File: src/rtl/shift_sequencer.sv
// -----------------------------------------------------------------------------
// shift_sequencer
//
// Multi-cycle shift unit for the integer datapath. It is a small alternative to
// a full barrel shifter. One operation is accepted from IDLE. The working value
// is then shifted one bit per clock until the requested amount is used up. The
// result is presented with a single-cycle done pulse.
//
// Supported operations (i_op):
//   2'b00 SRL  logical right shift
//   2'b01 SLL  logical left shift
//   2'b10 SRA  arithmetic right shift
//   2'b11 ROR  rotate right
//
// Ports:
//   i_clk    single clock, rising-edge active
//   i_rst    asynchronous, active-high reset
//   i_start  operation request, sampled only in IDLE
//   i_flush  synchronous abort back to IDLE, no done is produced
//   i_op     operation select (see above)
//   i_in1    operand to shift
//   i_in2    shift amount source; only i_in2[SHAMT_W-1:0] is used
//   o_busy   high whenever the sequencer is not in IDLE
//   o_done   one-cycle pulse; o_out is valid while it is high
//   o_out    result register; holds until the next accepted start
//
// The accept cycle is IDLE with i_start=1 and i_flush=0. The operands only have
// to be stable in that cycle. A zero amount goes straight to DONE. Any other
// amount walks through SHIFT once per step. All outputs decode from registers,
// so no input reaches an output combinationally.
// -----------------------------------------------------------------------------
module shift_sequencer #(
  parameter int unsigned WIDTH   = 32,
  parameter int unsigned SHAMT_W = 5
) (
  input  logic             i_clk,
  input  logic             i_rst,
  input  logic             i_start,
  input  logic             i_flush,
  input  logic [1:0]       i_op,
  input  logic [WIDTH-1:0] i_in1,
  input  logic [WIDTH-1:0] i_in2,
  output logic             o_busy,
  output logic             o_done,
  output logic [WIDTH-1:0] o_out
);

  // The counter must be able to express every legal shift distance exactly.
  if (WIDTH != (32'd1 << SHAMT_W)) begin : g_bad_params
    $error("shift_sequencer: WIDTH must equal 2**SHAMT_W");
  end

  localparam logic [1:0] OpSrl = 2'b00;
  localparam logic [1:0] OpSll = 2'b01;
  localparam logic [1:0] OpSra = 2'b10;
  localparam logic [1:0] OpRor = 2'b11;

  typedef enum logic [1:0] {
    StIdle  = 2'd0,
    StShift = 2'd1,
    StDone  = 2'd2
  } state_e;

  // ---------------------------------------------------------------------------
  // Registers
  // ---------------------------------------------------------------------------
  state_e             r_state;
  logic [WIDTH-1:0]   r_acc;
  logic [SHAMT_W-1:0] r_cnt;
  logic [1:0]         r_op;

  // ---------------------------------------------------------------------------
  // Wires
  // ---------------------------------------------------------------------------
  state_e             w_state_nxt;
  logic [SHAMT_W-1:0] w_shamt;
  logic               w_accept;
  logic               w_shifting;
  logic [WIDTH-1:0]   w_step;
  logic               w_unused_in2;

  assign w_shamt = i_in2[SHAMT_W-1:0];

  // Upper amount bits are ignored, which matches ISA semantics. There is no
  // saturation.
  assign w_unused_in2 = ^i_in2[WIDTH-1:SHAMT_W];

  // Flush overrides a start that arrives in the same cycle.
  assign w_accept = (r_state == StIdle) && i_start && !i_flush;

  // On a flush edge the partial value is frozen, not advanced.
  assign w_shifting = (r_state == StShift) && !i_flush;

  // ---------------------------------------------------------------------------
  // One-bit shift stage
  // ---------------------------------------------------------------------------
  always_comb begin
    w_step = r_acc;
    unique case (r_op)
      OpSrl:   w_step = {1'b0, r_acc[WIDTH-1:1]};
      OpSll:   w_step = {r_acc[WIDTH-2:0], 1'b0};
      OpSra:   w_step = {r_acc[WIDTH-1], r_acc[WIDTH-1:1]};
      OpRor:   w_step = {r_acc[0], r_acc[WIDTH-1:1]};
      default: w_step = r_acc;
    endcase
  end

  // ---------------------------------------------------------------------------
  // FSM: state register
  // ---------------------------------------------------------------------------
  always_ff @(posedge i_clk or posedge i_rst) begin
    if (i_rst) begin
      r_state <= StIdle;
    end else begin
      r_state <= w_state_nxt;
    end
  end

  // ---------------------------------------------------------------------------
  // FSM: next-state logic
  // ---------------------------------------------------------------------------
  always_comb begin
    w_state_nxt = r_state;
    if (i_flush) begin
      w_state_nxt = StIdle;
    end else begin
      unique case (r_state)
        StIdle: begin
          if (i_start) begin
            w_state_nxt = (w_shamt == '0) ? StDone : StShift;
          end
        end
        StShift: begin
          if (r_cnt == SHAMT_W'(1)) begin
            w_state_nxt = StDone;
          end
        end
        StDone: begin
          w_state_nxt = StIdle;
        end
        default: begin
          w_state_nxt = StIdle;
        end
      endcase
    end
  end

  // ---------------------------------------------------------------------------
  // FSM: outputs, decoded from registered state only
  // ---------------------------------------------------------------------------
  always_comb begin
    o_busy = 1'b0;
    o_done = 1'b0;
    unique case (r_state)
      StIdle: begin
        o_busy = 1'b0;
        o_done = 1'b0;
      end
      StShift: begin
        o_busy = 1'b1;
        o_done = 1'b0;
      end
      StDone: begin
        o_busy = 1'b1;
        o_done = 1'b1;
      end
      default: begin
        o_busy = 1'b0;
        o_done = 1'b0;
      end
    endcase
  end

  assign o_out = r_acc;

  // ---------------------------------------------------------------------------
  // Datapath registers
  // ---------------------------------------------------------------------------
  always_ff @(posedge i_clk or posedge i_rst) begin
    if (i_rst) begin
      r_acc <= '0;
      r_cnt <= '0;
      r_op  <= OpSrl;
    end else if (w_accept) begin
      r_acc <= i_in1;
      r_cnt <= w_shamt;
      r_op  <= i_op;
    end else if (w_shifting) begin
      r_acc <= w_step;
      r_cnt <= r_cnt - SHAMT_W'(1);
    end
  end

endmodule

File: config.mk
export PLATFORM = sky130hd
export DESIGN_NAME = shift_sequencer
export DESIGN_NICKNAME = d
export VERILOG_FILES = /design/src/rtl/shift_sequencer.sv
export SDC_FILE = /design/constraint.sdc
export NUM_CORES = 1
export LEC_CHECK = 0
export ABC_AREA = 1
export CAP_MARGIN = 5
export CORE_ASPECT_RATIO = 0.9
export CORE_MARGIN = 3
export CORE_UTILIZATION = 48
export CTS_BUF_LIST = sky130_fd_sc_hd__clkbuf_2
export CTS_CLUSTER_DIAMETER = 100
export CTS_CLUSTER_SIZE = 20
export DETAILED_ROUTE_END_ITERATION = 8
export GPL_TIMING_DRIVEN = 0
export PLACE_DENSITY = 0.93
export SYNTH_ARGS = -nofsm -noshare
export SYNTH_HDL_FRONTEND = slang
export SYNTH_SLANG_ARGS = --single-unit
File: constraint.sdc
create_clock -name i_clk -period 4.1 [get_ports i_clk]
set_clock_uncertainty 0.05 [all_clocks]
set_input_delay 0.82 -clock i_clk [delete_from_list [all_inputs] [get_ports i_clk]]
set_output_delay 0.82 -clock i_clk [all_outputs]
set_load 0.02 [all_outputs]
# Word level (Yosys, flattened, before mapping)
# Index checks and enable logic that the tools add are counted.
[classes]
n_addsub = 1
n_eq_ne = 9
n_mux = 12
reduce_logical = 11
[ops]
columns = ["op", "count"]
rows = [
  ["32-bit case mux with 4 select lines", 1],
  ["32-bit 2-to-1 mux", 2],
  ["5-bit 2-to-1 mux", 2],
  ["2-bit 2-to-1 mux", 4],
  ["2-bit == test (second input constant)", 3],
  ["5-bit by 1-bit == test with 1-bit output (second input constant)", 1],
  ["5-bit zero test", 1],
  ["5-bit by 1-bit subtractor with 5-bit output (second input constant)", 1],
  ["2-bit by 1-bit == test with 1-bit output (second input constant)", 2],
  ["2-bit zero test", 2],
  ["2-bit case mux with 2 select lines", 1],
  ["2-bit AND reduction", 2],
  ["1-bit logical AND", 3],
  ["3-bit by 2-bit inequality test with 1-bit output (second input constant)", 1],
  ["3-bit inequality test (second input constant)", 1],
  ["1-bit 2-to-1 mux", 2],
  ["2-bit inequality test (second input constant)", 1],
  ["2-bit nonzero test", 1],
  ["2-bit OR reduction", 1],
  ["1-bit zero test", 1],
]
[totals]
inputBits = 70
reg_bits = 41
output_inout_bits = 34

# Logic depth before layout (Yosys ltp)
# Gate-level depths: netlist of the first run.
[depth]
ltp_word = 5
mapped_depth = 10
depth_no_buf = 10

# Least setup slack after synthesis of the first run
# No wires, ideal clock.
[synth_path]
kind = "reg-to-output"
startpoint = "reg r_state[0]"
endpoint = "out o_busy"
stages_incl_launch_ff = 3
t_arrival_ps = 767
n_path_buf = 0
setup_slack_ps = 2463
cell_sequence = "dfrtp_1 > inv_1 > ha_1"
[synth_via]
elab_chain_cells = 3
[synth_rtl]
columns = ["item", "line_no", "source"]
rows = [
  ["start, declared", "67", "state_e r_state;"],
  ["start signal, assigned", "113", "r_state <= StIdle;"],
  ["start signal, assigned", "115", "r_state <= w_state_nxt;"],
  ["2-bit by 1-bit == test with 1-bit output or 2-bit == test (tied branches)", "154", "unique case (r_state)"],
  ["2-bit OR reduction (no source line) *", "n/a", ""],
  ["1-bit 2-to-1 mux *", "154", ""],
  ["end, declared", "43", "output logic o_busy,"],
]
# Every way passes the cells marked *; elsewhere a longest branch is shown, timed or not.

# Final worst setup path of the first run
# Ends and elaborated chain as after synthesis.

==> reports/results.txt, run 1 <==
Routability Congestion - 0.883
Yosys top cell area share - 40.0%
Largest cells by area after synthesis - dfrtp_1 (40%), nand2_1 (17%), o21ai_1 (10%)
Setup crit end kind - primary output
Worst EP required - 3230 ps
First drt pass iteration count - 6
Hold Path Class - reg -> reg
Worst-case reg-to-reg path depth - 7
#FFs+latches synth - 41
RSZ-0062 raised after global routing - false
Post-synth EDFFs - 0
FP Rows - 24
CP cell instances - inv_1, ha_1, clkdlybuf4s50_1
Async SR Flop Fraction - 100%
Nets - 521
Main synth FF type - dfrtp_1
Status - completed
Number of global-route vias before repair - 2652
Ys Warns - 0
Synthesis-to-layout area growth - 34.4%
Hold Buf Count CTS - 0
Post-layout min period - 2630 ps
Crit-path max FO - 3
DPL Wire Length - 5.33 mm
Worst Setup Path Type - reg -> out
Max cap viols - 0
Sequential area share after synthesis - 40.0%
CTS Buffer Depth - 2
Post-CTS Repair Setup Buffers - 0
DRT Wirelength - 7.25 mm
Buffers on Ports - 76
RR Startpoint - r_state[0]
Most frequent cell after synthesis - nand2_1
Worst Hold Depth - 2
Pwr Total - 2320 uW
Achievable Freq - 380 MHz
Hold Vio Cnt, Final - 0
Syn_area_per_cell - 7.07 um^2
Leakage - 0.00160 uW
CTS Sinks - 41
Compound-cell area share of the yosys netlist - 21.2%
Worst-Skew Late Latency - 400 ps
Routed WL per cell - 14.2 um
Post-synth cell types - 24
Crit-path max cell delay - 600 ps
Yosys top cell by area - dfrtp_1
Post-synthesis instance total - 363
Final Setup Violations - 0
Mux cell area share after synthesis - 0%
FF-to-FF setup slack - 2500 ps
Share of cells above drive strength 1 - 8.72%
Vias - 2825
Die ar. - 6260 um^2
H-tree lvl count - 2
DR DRC count - 0
Final Max Tran Viols - 0
Post-synth top cells - nand2_1 (117), o21ai_1 (51), o21ai_0 (47)
CTS resizes - 0
Crit path max-delay cell type - clkdlybuf4s50_1
Reg-to-Reg End - o_out[20]
Gr ovfl total - 0
Die height - 75.4 um
Area of the mapped netlist - 2560 um^2
Routed Antenna Nets - 0
CTS tree - yes
Die width - 83.1 um
Synth Area in XOR/XNOR - 0%
Global Route Usage Sum - 23.4%
Hold wc startpoint - r_state[0]
Crit share post-route - 64.1%
Setup crit start kind - flop
Largest net degree at the start of global routing - 42
Initial Util - 51.1%
Diodes inserted - 0
Reg clk slew, reported paths - 200 ps
Syn nets - 438
Antenna violations before repair - 0
CTS root buf - clkbuf_2
Adder-cell share of the synthesized area - 2.44%
# IOs - 104
Global-route wire length before repair - 11.9 mm
Worst Path Arrival - 1760 ps
Vias per cell - 5.52
Simple-gate share of the synthesized area - 26.0%
Floorplan core area - 5010 um^2
Worst slew margin - 42.0%
Worst slew pin tran - 869 ps
Hold endpoint - r_state[0]
Largest family of logic cells by synthesized area - simple AND/OR/NAND/NOR gates
Setup TNS - 0 ps
Drt initial violations - 222
Pwr dens - 672 nW/um^2
CTS Buf Count - 5
VDD IR-drop max - 0.000302 V
-- cell usage in the layout, fill, tap and decap left out, drive strengths merged --
| cell type | synthesis | routed |
|---|---|---|
| o211ai | 2 | 2 |
| clkdlybuf4s50 | 0 | 76 |
| a21oi | 2 | 2 |
| o21ai | 98 | 98 |
| clkbuf | 1 | 9 |
| buf | 22 | 22 |
| nor2 | 38 | 38 |
| o21bai | 2 | 2 |
| inv | 22 | 22 |
| nand3 | 7 | 7 |
| or2 | 1 | 1 |
| nand2 | 119 | 119 |
| o21a | 1 | 1 |
| dfrtp | 41 | 41 |
| o22ai | 1 | 1 |
| ha | 5 | 5 |
| nand4 | 1 | 1 |
-- registers in the layout, indices dropped and copies added (netlist names) --
signal,flops
r_op,2
r_state,2
o_out,32
r_cnt,5
-- cells by family after synthesis --
family          after synthesis
compound gates              106
buf+inv                      45
simple gates                166
fa+ha+maj                     5
flops                        41
-- layout make-up --
| cell class | count | area [um^2] |
|---|---|---|
| flip-flops and latches | 41 | 1030 |
| fillers | 412 | 1570 |
| inverters | 22 | 82.6 |
| well taps | 65 | 81.3 |
| multi-input cells | 277 | 1270 |
| clock buffers | 8 | 40.0 |
| plain buffers | 23 | 183 |
| repair buffers | 76 | 761 |
-- layer usage --
layer	GRT usage, %	vias to the layer above	share of wire, %
met5	0	-	0
met1	29.8	1307	42
met2	40.7	155	49
li1	-	1343	-
met3	4.43	20	7.2
met4	8.89	0	2.0
-- worst max-delay path: cells and delay by family, from the launching register on --
family | cells | cell delay, ps
buf+inv | 2 | 670
flops | 1 | 420
fa+ha+maj | 1 | 280
-- worst max path at each step --
stage | slack [ps] | startpoint | depth (start not counted) | end
5_1_grt | 1400 | r_state[1] | 3 | o_busy
2_1_floorplan | 2280 | i_rst | 1 | o_out[0]
6_report | 1470 | r_state[0] | 3 | o_busy
4_1_cts | 1450 | r_state[0] | 3 | o_busy
3_3_place_gp | 1410 | i_rst | 2 | r_cnt[3]
3_5_place_dp | 1850 | i_flush | 8 | o_out[15]
-- stage by stage --
stage | cells | util [%] | setup WS [ps] | hold WS [ps] | cell area, um^2
2_1_floorplan | 363 | - | 2280 | 420 | 2560
3_3_place_gp | 504 | 67.9 | 1410 | 437 | 3410
3_5_place_dp | 504 | 67.9 | 1850 | 446 | 3410
4_1_cts | 512 | 68.7 | 1450 | 489 | 3450
5_1_grt | 512 | 68.7 | 1400 | 535 | 3450
6_report | 512 | 68.7 | 1470 | 488 | 3450
-- power by group --
part / leakage, uW / total [uW] / switching (uW) / internal [uW]
logic: 0.00105 / 1340 / 743 / 599
clock network: 0.0000332 / 182 / 132 / 50.3
registers: 0.000521 / 793 / 205 / 588
(Power assumes the default switching activity.)
==> run 2: changes to the inputs <==
CORE_UTILIZATION = 40   (was 48)
PLACE_DENSITY = 0.83   (was 0.93)
clock period = 2.2 ns   (was 4.1 ns; I/O delays follow)
==> reports/results.txt, run 2 (synthesis results as in run 1) <==
Status - completed
Fillcell total - 569 (+38%)
Nets - 521 (unchanged)
Worst slew pin tran - 873 ps (+4.52 ps)
Worst-Skew Late Latency - 420 ps (+20 ps)
Worst Path Arrival - 1540 ps (-220 ps)
Floorplan core area - 6180 um^2 (+23%)
DPL Wire Length - 5.30 mm (-0.57%)
Max cap viols - 0 (unchanged)
Max reg flops - 32 (unchanged)
Crit-path max FO - 3 (unchanged)
Global Route Usage Sum - 19.6% (-3.8 points)
RR Startpoint - r_state[0]
Crit share post-route - 92.5%
CTS tree - yes
DRT Wirelength - 7.15 mm (-1.5%)
Achievable Freq - 491 MHz
Post-CTS Repair Setup Buffers - 0 (unchanged)
CTS Buf Count - 5 (unchanged)
Crit-path max cell delay - 440 ps (-160 ps)
Die ar. - 7410 um^2 (+18%)
Hold WS - 443 ps (-44.2 ps)
Register Area - 1030 um^2 (unchanged)
Routed WL per cell - 13.4 um (-5.5%)
CTS Sinks - 41 (unchanged)
Largest net degree at the start of global routing - 42 (unchanged)
Post-layout min period - 2030 ps
Most frequent cells in the layout - nand2_1 (117), clkdlybuf4s50_1 (74), o21ai_1 (51)
VDD IR-drop max - 0.000440 V (+45%)
Pwr dens - 1260 nW/um^2 (+87%)
Share of cells above drive strength 1 - 8.50% (-0.22 points)
Antenna violations before repair - 0 (unchanged)
Final Setup Violations - 0 (unchanged)
Delay-heaviest family, CP - flip-flops
CTS root buf - clkbuf_2
Leakage - 0.00162 uW (+0.92%)
Placed insts - 526 (+4.4%)
Hold Path Class - in -> async
First drt pass iteration count - 5 (-1)
Most common cell after layout, fill and taps aside - nand2_1
Synthesis-to-layout area growth - 36.3%
H-tree lvl count - 2 (unchanged)
Vias per cell - 5.10 (-7.6%)
Die width - 90.4 um (+8.9%)
Worst-case reg-to-reg path depth - 7 (unchanged)
Worst Setup Path Type - reg -> out
Vias - 2723 (-3.6%)
Global-route wire length before repair - 11.9 mm (-0.17%)
FF-to-FF setup slack - 510 ps (-1990 ps)
Number of global-route vias before repair - 2590 (-2.3%)
Buffers on Ports - 76 (unchanged)
DR DRC count - 0 (unchanged)
Reg clk slew, reported paths - 220 ps (+20 ps)
Routability Congestion - 0.806 (-8.7%)
Gr ovfl total - 0 (unchanged)
Drt initial violations - 149 (-33%)
Crit path buffers/inverters - 2 (unchanged)
Hold Buf Count CTS - 0 (unchanged)
Hold Vio Cnt, Final - 0 (unchanged)
RSZ-0062 raised after global routing - false
# IOs - 104 (unchanged)
CTS resizes - 2 (+2)
Crit path max-delay cell type - dfrtp_1
Setup crit start kind - flop
FP Rows - 27 (+13%)
Setup crit end kind - primary output
Final Instance Count excl. Fillers - 534 (+4.3%)
CTS Buffer Depth - 2 (unchanged)
Initial Util - 41.5% (-9.7 points)
Final Max Tran Viols - 0 (unchanged)
CP cell instances - inv_1, ha_1, dlygate4sd2_1
Diodes inserted - 0 (unchanged)
Multi-input logic area - 1270 um^2 (unchanged)
Worst EP required - 1710 ps (-1520 ps)
Die height - 82.0 um (+8.8%)
Reg-to-Reg End - o_out[5]
Routed Antenna Nets - 0 (unchanged)
Worst slew margin - 41.7% (-0.30 points)
run 2: cell count changes in the layout (fill, tap and decap cells not counted), sizes merged:
cell,delta
bufinv,+1
clkbuf,-2
clkdlybuf4s50,-2
clkinv,+1
dlygate4sd2,+2
run 2: power breakdown:
group	internal (uW)	switching (uW)	total [uW]
clock network	194	255	449
logic	1110	1370	2480
registers	1100	384	1480
run 2: through the flow:
step                setup TNS [ps]  setup slack (ps)  util [%]  cell area (um^2)  total power (uW)
finish                           0               165      56.5              3500              4410
global route                     0              66.3      56.5              3500              4740
CTS                              0               152      56.5              3500              4400
detailed placement               0               301      55.6              3430              3960
global placement             -6930              -171      55.6              3430              3890
floorplan                        0               764         -              2560              2940
run 2: routing by layer:
metal | global-route usage, % | up-vias | share of wire [%]
met1 | 24.5 | 1261 | 44
li1 | - | 1342 | -
met5 | 0 | - | 0
met3 | 5.04 | 6 | 7.4
met2 | 34.6 | 114 | 48
met4 | 4.43 | 0 | 0.73
run 2: worst max-delay path by stage:
stage | startpoint | end | slack (ps) | cells after the start
after floorplan | i_rst | o_out[0] | 760 | 1
final | r_state[0] | o_busy | 170 | 3
after global routing | r_state[1] | o_busy | 70 | 3
after global placement | i_rst | r_cnt[2] | -170 | 2
after CTS | r_state[0] | o_busy | 150 | 3
after detailed placement | i_flush | o_out[5] | 300 | 7
run 2: area by class of cell:
cell class                      instances  area share [%]
Buffer                                 23            5.23
Clock buffer                            6           0.859
Clock inverter                          2           0.966
Inverter                               22            2.36
Multi-Input combinational cell        277            36.4
Sequential cell                        41            29.3
Tap cell                               87            3.11
Timing Repair Buffer                   76            21.7
==> run 3: changes to the inputs <==
CORE_UTILIZATION = 39   (was 40)
CTS_BUF_LIST = sky130_fd_sc_hd__clkbuf_16   (was sky130_fd_sc_hd__clkbuf_2)
PLACE_DENSITY = 0.81   (was 0.83)
==> reports/results.txt, run 3 (synthesis results as in run 1) <==
Worst Setup Path Type - reg -> out
Global-route wire length before repair - 11.6 mm (-1.9%)
RSZ-0062 raised after global routing - false
Hold WS - 459 ps (+15.7 ps)
FF-to-FF setup slack - 610 ps (+100 ps)
Share of cells above drive strength 1 - 8.50% (unchanged)
Worst slew margin - 40.8% (-0.95 points)
Hold wc startpoint - r_state[0]
DPL Wire Length - 5.13 mm (-3.2%)
Crit share post-route - 94.5% (+2.0 points)
Achievable Freq - 481 MHz (-2.1%)
Reg-to-Reg End - o_out[28]
RR Startpoint - r_state[0]
Pwr Total - 4660 uW (+5.7%)
H-tree lvl count - 2 (unchanged)
VDD IR-drop max - 0.000524 V (+19%)
Post-CTS Repair Setup Buffers - 0 (unchanged)
Vias per cell - 5.07 (-0.66%)
Die width - 91.5 um (+1.2%)
Worst Hold Depth - 2
Leakage - 0.00164 uW (+1.7%)
CTS Sinks - 41 (unchanged)
CTS resizes - 0 (-2)
Met1 wire length - 3.23 mm (+3.5%)
Reg clk slew, reported paths - 60 ps (-160 ps)
Most frequent cells in the layout - nand2_1 (117), clkdlybuf4s50_1 (76), o21ai_1 (51)
Top Metal Used - met4
Buffers on Ports - 76 (unchanged)
Die ar. - 7590 um^2 (+2.4%)
Most common cell after layout, fill and taps aside - nand2_1
Final Max Tran Viols - 0 (unchanged)
Hold Vio Cnt, Final - 0 (unchanged)
Antenna violations before repair - 0 (unchanged)
Max cap viols - 0 (unchanged)
Nets - 521 (unchanged)
CTS root buf - clkbuf_16
Hold endpoint - r_state[0]
Worst Path Arrival - 1590 ps (+50 ps)
Routed WL per cell - 13.2 um (-1.2%)
Synthesis-to-layout area growth - 39.3%
Routed Antenna Nets - 0 (unchanged)
Status - completed
CTS tree - yes
Setup TNS - 0 ps (unchanged)
DRT Wirelength - 7.06 mm (-1.2%)
Die height - 82.9 um (+1.2%)
Pwr dens - 1300 nW/um^2 (+3.4%)
Place WS - 339 ps (+37.9 ps)
Diodes inserted - 0 (unchanged)
Worst-case reg-to-reg path depth - 7 (unchanged)
Worst EP required - 1710 ps (about the same)
# IOs - 104 (unchanged)
Fillcell total - 569 (unchanged)
Setup crit end kind - primary output
Number of global-route vias before repair - 2439 (-5.8%)
Final core occ - 57.2% (+0.63 points)
Initial Util - 41.0% (-0.45 points)
CTS Buf Count - 5 (unchanged)
Hold Path Class - reg -> reg
Final Setup Violations - 0 (unchanged)
DR DRC count - 0 (unchanged)
Largest net degree at the start of global routing - 42 (unchanged)
Post-layout min period - 2080 ps (+43.6 ps)
Gr ovfl total - 0 (unchanged)
Floorplan core area - 6250 um^2 (+1.1%)
Worst slew pin tran - 889 ps (+15.5 ps)
CTS Buffer Depth - 2 (unchanged)
Setup ws final - 122 ps (-43.6 ps)
Met3 wire length - 424 um (-20%)
Register Area - 1030 um^2 (unchanged)
First drt pass iteration count - 4 (-1)
Crit-path max FO - 3 (unchanged)
Hold Buf Count CTS - 0 (unchanged)
Multi-input logic area - 1270 um^2 (unchanged)
Global Route Usage Sum - 18.4% (-1.2 points)
Vias - 2705 (-0.66%)
Worst-Skew Late Latency - 290 ps (-130 ps)
Drt initial violations - 127 (-15%)
FP Rows - 27 (unchanged)
WL met2 - 3.36 mm (-2.4%)
Routability Congestion - 0.799 (-0.86%)
Max reg flops - 32 (unchanged)
Setup crit start kind - flop
run 3: cell types whose count changed in the layout (fill, tap and decap cells not counted), sizes merged:
cell and delta:
clkinv +1, bufinv -1, dlygate4sd2 -2, inv +1
clkdlybuf4s50 +2, clkbuf -1
run 3: metrics by stage:
| step | std cells | cell area, um^2 |
|---|---|---|
| floorplan | 363 | 2560 |
| global placement | 526 | 3430 |
| detailed placement | 526 | 3430 |
| CTS | 534 | 3570 |
| global route | 534 | 3570 |
| finish | 534 | 3570 |
run 3: power breakdown:
part	internal (uW)	switching, uW
Combinational	1120	1360
Sequential	1100	373
Clock	412	286
Total	2630	2020
run 3: layout make-up:
| cell class | instances | area share (%) |
|---|---|---|
| Clock inverter | 3 | 0.385 |
| Multi-Input combinational cell | 277 | 35.6 |
| Inverter | 22 | 2.31 |
| Sequential cell | 41 | 28.7 |
| Tap cell | 87 | 3.05 |
| Timing Repair Buffer | 76 | 21.3 |
| Buffer | 23 | 5.11 |
| Clock buffer | 5 | 3.50 |
run 3: worst max-delay path by stage:
stage	startpoint	to	slack [ps]	cells past startpoint
after floorplan	i_rst	o_out[0]	760	1
after global placement	i_rst	r_cnt[4]	-180	2
after detailed placement	i_flush	o_out[5]	340	7
after CTS	r_state[0]	o_busy	110	3
after global routing	r_state[0]	o_busy	50	3
final	r_state[0]	o_busy	120	3
run 3: worst max-delay path, cell delays in order (launching register included):
cell             delay (ps)
dfrtp_1                 370
inv_1                    70
ha_1                    270
clkdlybuf4s50_1         590
run 3: metal layers:
metal	GRT usage [%]	up-vias
met3	4.62	5
met5	0	-
li1	-	1345
met1	25.6	1273
met2	29.1	82
met4	3.84	0
